<file path="src/rtl/systolic_pkg.sv">
// -----------------------------------------------------------------------------
// systolic_pkg
// Shared definitions for the systolic array output stage.
//   N_PE        default number of PE results per frame
//   ACC_W       default accumulator width per result (multiple of 8)
//   NBYTES      bytes per frame for the default geometry
//   ST_IDLE/ST_SEND  legacy-compatible state codes
//   ser_state_t serializer state type built on those codes
// -----------------------------------------------------------------------------
package systolic_pkg;

    localparam int N_PE   = 4;
    localparam int ACC_W  = 16;
    localparam int NBYTES = N_PE * ACC_W / 8;

    localparam logic [0:0] ST_IDLE = 1'b0;
    localparam logic [0:0] ST_SEND = 1'b1;

    typedef enum logic [0:0] {
        IDLE = ST_IDLE,
        SEND = ST_SEND
    } ser_state_t;

endpackage

</file>
<file path="src/rtl/sync_rise_detect.sv">
// -----------------------------------------------------------------------------
// sync_rise_detect
// Brings an asynchronous pin into the clk domain through two flops and emits a
// single-cycle pulse on each rising edge of the synchronized value.
//   clk       in   clock
//   rst_n     in   asynchronous active-low reset, clears all flops
//   async_in  in   asynchronous input pin
//   rise      out  1-cycle pulse, high for the cycle after sync2 goes 0->1
// -----------------------------------------------------------------------------
module sync_rise_detect (
    input  logic clk,
    input  logic rst_n,
    input  logic async_in,
    output logic rise
);

    logic sync1;
    logic sync2;
    logic prev;

    always_ff @(posedge clk or negedge rst_n) begin
        if (!rst_n) begin
            sync1 <= 1'b0;
            sync2 <= 1'b0;
            prev  <= 1'b0;
        end else begin
            sync1 <= async_in;
            sync2 <= sync1;
            prev  <= sync2;
        end
    end

    // A pin held high produces only one pulse because prev catches up with sync2.
    assign rise = sync2 & ~prev;

endmodule

</file>
<file path="src/rtl/systolic_result_serializer.sv">
// -----------------------------------------------------------------------------
// systolic_result_serializer
// Captures one frame of N_PE accumulator results on res_strobe and streams it
// out one byte at a time (PE0 first, LSB byte first) under a valid/ack pin
// handshake suited to a slow asynchronous host.
//   clk         in   clock
//   rst_n       in   asynchronous active-low reset
//   res_strobe  in   1-cycle pulse, res_data holds a complete frame
//   res_data    in   N_PE*ACC_W results, PE0 in the low ACC_W bits
//   res_ready   out  idle, a strobe will be accepted
//   byte_out    out  current frame byte (0 while idle)
//   byte_valid  out  byte_out is valid and waiting for a host ack
//   byte_first  out  byte_out is byte 0 of the frame
//   host_ack    in   asynchronous ack pin, each rising edge consumes one byte
//   ovr_clear   in   synchronous clear of the overrun flag
//   overrun     out  sticky flag, a strobe arrived while busy
// -----------------------------------------------------------------------------
module systolic_result_serializer #(
    parameter int N_PE  = 4,
    parameter int ACC_W = 16
) (
    input  logic                  clk,
    input  logic                  rst_n,
    input  logic                  res_strobe,
    input  logic [N_PE*ACC_W-1:0] res_data,
    output logic                  res_ready,
    output logic [7:0]            byte_out,
    output logic                  byte_valid,
    output logic                  byte_first,
    input  logic                  host_ack,
    input  logic                  ovr_clear,
    output logic                  overrun
);

    import systolic_pkg::*;

    localparam int BUF_W     = N_PE * ACC_W;
    localparam int NUM_BYTES = BUF_W / 8;
    localparam int IDX_W     = (NUM_BYTES > 1) ? $clog2(NUM_BYTES) : 1;
    localparam logic [IDX_W-1:0] LAST_IDX = IDX_W'(NUM_BYTES - 1);

    ser_state_t       state;
    logic [BUF_W-1:0] frame_buf;
    logic [IDX_W-1:0] idx;
    logic             ack_rise;

    sync_rise_detect u_ack_sync (
        .clk      (clk),
        .rst_n    (rst_n),
        .async_in (host_ack),
        .rise     (ack_rise)
    );

    // Frame capture and byte sequencing. Ack pulses arriving while idle are
    // ignored, and a strobe is only taken in IDLE, so a strobe on the same edge
    // as the final ack still sees the block as busy.
    always_ff @(posedge clk or negedge rst_n) begin
        if (!rst_n) begin
            state     <= IDLE;
            frame_buf <= '0;
            idx       <= '0;
        end else begin
            case (state)
                IDLE: begin
                    if (res_strobe) begin
                        frame_buf <= res_data;
                        idx       <= '0;
                        state     <= SEND;
                    end
                end
                SEND: begin
                    if (ack_rise) begin
                        if (idx == LAST_IDX) begin
                            idx   <= '0;
                            state <= IDLE;
                        end else begin
                            idx <= idx + 1'b1;
                        end
                    end
                end
                default: begin
                    state <= IDLE;
                end
            endcase
        end
    end

    // Sticky overrun; a set in the same cycle as a clear takes priority.
    always_ff @(posedge clk or negedge rst_n) begin
        if (!rst_n) begin
            overrun <= 1'b0;
        end else if (res_strobe && (state != IDLE)) begin
            overrun <= 1'b1;
        end else if (ovr_clear) begin
            overrun <= 1'b0;
        end
    end

    assign byte_valid = (state == SEND);
    assign res_ready  = (state == IDLE);
    assign byte_first = byte_valid && (idx == '0);

    // {idx, 3'b000} is idx*8, the bit offset of the selected byte.
    assign byte_out = byte_valid ? frame_buf[{idx, 3'b000} +: 8] : 8'h00;

endmodule

</file>
<file path="config.mk">
export PLATFORM = sky130hd
export DESIGN_NAME = systolic_result_serializer
export DESIGN_NICKNAME = d
export VERILOG_FILES = /design/src/rtl/systolic_pkg.sv /design/src/rtl/sync_rise_detect.sv /design/src/rtl/systolic_result_serializer.sv
export SDC_FILE = /design/constraint.sdc
export NUM_CORES = 1
export LEC_CHECK = 0
export BUFFER_PORTS_ARGS = -buffer_cell sky130_fd_sc_hd__buf_2
export CAP_MARGIN = 20
export CORE_MARGIN = 5
export CORE_UTILIZATION = 48
export DETAILED_ROUTE_END_ITERATION = 6
export PLACE_DENSITY_LB_ADDON = 0.15
export SYNTH_ARGS = -nofsm -noshare
export SYNTH_HDL_FRONTEND = slang
export SYNTH_SLANG_ARGS = --single-unit
</file>
<file path="constraint.sdc">
create_clock -name clk -period 1.3 [get_ports clk]
set_input_delay 0 -clock clk [delete_from_list [all_inputs] [get_ports clk]]
set_output_delay 0 -clock clk [all_outputs]
set_load 0.02 [all_outputs]
</file>
### Word-level counts from Yosys, hierarchy flattened

Index checks and enable logic that the tools add are counted.

* output and inout bits: 12
* register bits: 72
* logic and storage cells: 32

* $add $sub $neg: 1
* shift-type cells: 1
* reduce and logical (&&, ||, !) cells: 6
* multiplexer cells: 11
* bitwise logic cells: 3
* equal/unequal tests: 3

Operator list (number)
* $shiftx 64x7->8: 1
* $mux 3: 3
* $mux 8: 1
* $pmux 3 s2: 1
* $mux 1: 5
* $reduce_and 2->1: 2
* $add 3x1->3 const B: 1
* $eq 3x3->1 const B: 1
* $logic_not 3->1: 1
* $logic_and 1x1->1: 2
* $ne 2x1->1 const B: 1
* $ne 2x2->1 const B: 1
* $not 1->1: 2
* $pmux 1 s2: 1
* $reduce_bool 2->1: 1
* $and 1x1->1: 1

### Longest topological paths before layout

* depth in word-level cells: 4
* mapped depth: 5
* depth with buffers taken out: 4

### Modules after synthesis

From an unflattened synthesis, not the netlist that was laid out.

* cells, all modules: 222
* area total of the unflattened synthesis: 3280.6 um^2

Modules (own cells, without submodules)
* systolic_result_serializer: seq. area each 1726.7 um^2, times used 1, cells each 218, area an instance 3191.8 um^2
* sync_rise_detect: seq. area each 75.1 um^2, times used 1, cells each 4, area an instance 88.8 um^2

### Worst setup path after synthesis

OpenSTA, ideal clock, no wires.

* path type: register to output
* from: register state (netlist: byte_valid)
* to: output port byte_out[0]
* path buffers: 1
* path slack: -190 ps
* arrival: 1490 ps
* stages on the path, launching flop included: 4
* path through: dfrtp_1 > inv_1 > clkbuf_1 > nor3_1

* cells in the longest elaborated chain, start to end: 1

Ends and longest elaborated chain
* from (decl): line systolic_result_serializer.sv:42 `ser_state_t state;`
* from (signal assigned): line systolic_result_serializer.sv:59 `state <= IDLE;`
* from (signal assigned): line systolic_result_serializer.sv:68 `state <= SEND;`
* from (signal assigned): line systolic_result_serializer.sv:75 `state <= IDLE;`
* $mux 8: line systolic_result_serializer.sv:104 `assign byte_out = byte_valid ? frame_buf[{idx, 3'b000} +: 8] : 8'h00;`
* to (decl): line systolic_result_serializer.sv:27 `output logic [7:0] byte_out,`

No other way between the ends.

### Final worst setup path

* from: register idx[0]
* to: output port byte_out[3]

* cells in the longest elaborated chain, start to end: 2

Ends and longest elaborated chain
* from (decl): line systolic_result_serializer.sv:44 `logic [IDX_W-1:0] idx;`
* from (signal assigned): line systolic_result_serializer.sv:77 `idx <= idx + 1'b1;`
* $shiftx 64x7->8: line systolic_result_serializer.sv:104
* $mux 8: line systolic_result_serializer.sv:104

No other way between the ends.

==> metrics.md <==
| Metric | Value |
|---|---|
| Ys flop type | `dfrtp_1` |
| Die H | `about 93 microns` |
| Power Density | `around 2100 nW/um^2` |
| Leading area contributor after synthesis | `dfrtp_1` |
| Seq/Total Area, Yosys | `55.05%` |
| Violated checks | `negative setup slack` |
| DRC | `0` |
| Area Growth Syn to Fin | `68.92%` |
| Status | `complete, but fails checks` |
| Yosys cell types | `24` |
| Skew final | `between 10 and 15 ps` |
| Crit Path Max Fanout | `8` |
| Vias | `2656` |
| Register bit total from synthesis | `72` |
| DIE WIDTH | `approximately 90 microns` |
| Critical path's largest stage delay | `470 ps` |
| Final WL | `~11000 microns` |
| Layout cells sized above 1 | `60.24%` |
| IO Pins | `approximately 80` |
| CP top delay family | `compound AO/OA/AOI/OAI gates` |
| Max_cap viols | `0` |
| Fill count | `347` |
| Yosys warning total | `0` |
| Mapped Cells | `222` |
| Crit path buffers/inverters | `1` |
| Leak pwr | `around 2.6 nW` |
| Area of the die | `8570 sq um` |
| Gr ovfl total | `0` |
| Endpoints failing setup | `between 70 and 80` |
| Slew Viols, Final | `0` |
| Clock slew at reported path FFs | `70 ps` |
| Core ar. | `6719 sq um` |
| Drt first pass iters | `4` |
| Tot GR Track Use | `25.00%` |
| Final period util | `142.7%` |
| Total CTS buffers | `9` |
| Row count | `30` |
| Synth top area cells | `dfrtp_1 55%, mux2_2 25%, mux4_2 4.1%` |
| R2r setup slk | `-330 ps` |
| Average wire per standard cell | `between 20 and 25 microns` |
| TritonCTS clock tree | `built` |
| IO buf count | `80` |
| Final WS setup | `-554.6 ps` |
| Antenna Cells | `0` |
| GP Congestion | `just under 0.8` |
| Cell area after synthesis | `3273 sq um` |
| Starting Density | `48.72%` |
| Via density | `5.312` |
| EDFF count, synth | `0` |
| Total Power | `0.01151 W` |
| Num Clock Sinks | `72` |
| Clk buf depth | `2` |
| Number of global-route vias before repair | `roughly 3000` |
| Crit-path cells | `nand2b_1, a211oi_1, nor3_2, buf_2` |
| Cell at the slowest stage of the critical path | `a211oi_1` |
| Final ANT Viol Nets | `0` |
| Top cells by count, synth | `72 x dfrtp_1, 72 x mux2_2, 10 x nor2b_1` |
| Post-synth top area share | `between 50% and 60%` |
| Max Clock Freq | `0.5392 GHz` |
| Crit. End Element | `primary output` |
| Max-Slew Margin vs Limit | `71.06%` |
| DP HPWL | `5985 microns` |
| Pin count of the biggest net entering global routing | `40` |
| Synth Area per Inst | `14.74 sq um` |
| Hold Crit Class | `input pin to asynchronous set/reset pin` |
| Pre-CTS setup slack | `-226.7 ps` |
| Hold Fails Final Rpt | `0` |
| # nets final | `487` |
| Worst ir drop on vdd | `1072 uV` |
| CP required | `1300 ps` |
| Crit start category | `register` |
| 1st-iter DRT viols | `76` |
| First-pass GRT wire length | `16100 microns` |
| Asr flop ratio synth | `100.0%` |
| RSZ-0062 raised after global routing | `true` |
| Worst slew pin tran | `between 400 and 500 ps` |
| Clock Tree Root | `clkbuf_8` |
| Initial antenna violation count | `0` |
| CP Data Arrival Time | `1850 ps` |
| Worst-skew pair later-pin latency | `roughly 350 ps` |
| Post-synth net total | `294` |
| Final min period | `1855 ps` |
| Htree depth | `3` |
| Critical path class | `register to primary output` |
[cell families after synthesis]
logic type | synth area share, %
fa+ha+maj | 1.147
compound gates | 4.740
flops | 55.05
buf+inv | 4.128
mux | 30.81
simple gates | 4.129
[final timing paths]
path	from	cells past startpoint	endpoint
max	idx[0]	4	byte_out[3]
min	rst_n	2	frame_buf[56]
max reg2reg	byte_valid	7	frame_buf[1]
min reg2reg	u_ack_sync.sync1	0	u_ack_sync.sync2
max in group asynchronous	rst_n	3	byte_valid
min in group clk	host_ack	2	u_ack_sync.sync1
[placed cells by master, fill, tap and decap left out, types with 3 or more instances in the layout]
cell | Yosys | routed
buf_2 | 3 | 72
dfrtp_1 | 72 | 70
dlygate4sd3_1 | 0 | 68
mux2_4 | 0 | 64
buf_4 | 2 | 28
buf_6 | 7 | 13
clkbuf_8 | 0 | 12
nor2b_1 | 10 | 9
buf_12 | 0 | 9
mux4_2 | 6 | 8
mux2_2 | 72 | 8
o22ai_2 | 0 | 8
a211oi_1 | 8 | 7
nor3_2 | 0 | 7
nand2_1 | 3 | 3
clkinvlp_4 | 0 | 3
buf_8 | 0 | 3
[area by class of cell]
cell class,instances,area (sq um),share of cell area [%]
Inverter,4,17.52,0.3168
Tap cell,80,100.1,1.810
Timing Repair Buffer,197,1710,30.93
Clock buffer,12,165.2,2.987
Clock inverter,4,27.53,0.4979
Multi-Input combinational cell,131,1704,30.82
Sequential cell,72,1804,32.63
[through the flow]
| stage | hold slack (ps) | TNS (ps) | cell area, sq um | std cells | util, % |
|---|---|---|---|---|---|
| 2_1_floorplan | -295.6 | -4827 | 3620 | 222 | - |
| 3_3_place_gp | -124.4 | -2586 | 4229 | 392 | 62.94 |
| 3_5_place_dp | -122.9 | -3171 | 4229 | 392 | 62.94 |
| 4_1_cts | 48.63 | -14130 | 5537 | 498 | 82.40 |
| 5_1_grt | 80.57 | -24660 | 5529 | 500 | 82.29 |
| 6_report | 54.22 | -21730 | 5529 | 500 | 82.29 |
[per-layer routing]
metal / global-route usage (%) / share of wire [%] / vias up / wire length (microns)
met2: 44.17 / 52 / 81 / 5436
met4: 6.559 / 1.8 / 0 / 192
met3: 6.255 / 4.7 / 18 / 489
met1: 30.44 / 42 / 1362 / 4396
met5: 0 / 0 / - / 0
li1: - / - / 1195 / -
[worst register-to-register path: stages, from the launching register on]
cell	delay, ps
dfrtp_2	430
buf_6	120
buf_6	110
nor2b_4	150
buf_6	140
buf_6	120
buf_12	130
mux2_4	310
[flip-flops by register name, summed over array words and instances (netlist names)]
register          count
frame_buf            64
u_ack_sync.sync1      1
u_ack_sync.sync2      1
overrun               1
idx                   3
u_ack_sync.prev       1
byte_valid            1
[where the power goes]
part / total [W] / leakage [nW] / internal, W / switching (W)
Clock: 0.00171 / 0.0906 / 0.000846 / 0.000862
Sequential: 0.00407 / 0.867 / 0.00329 / 0.000784
Combinational: 0.00573 / 1.60 / 0.00348 / 0.00225
Total: 0.0115 / 2.56 / 0.00761 / 0.00390
[what timing repair did]
action                                 in CTS  in global routing
buffers inserted                           14                  9
gates resized for setup                    42                 17
endpoints found under the hold margin     140                  0
hold buffers                               68                  0
gates cloned                                8                  1
setup endpoints to repair                  74                 77
pin swaps                                   1                  2
No activity file was read; power rests on OpenSTA's default activity.
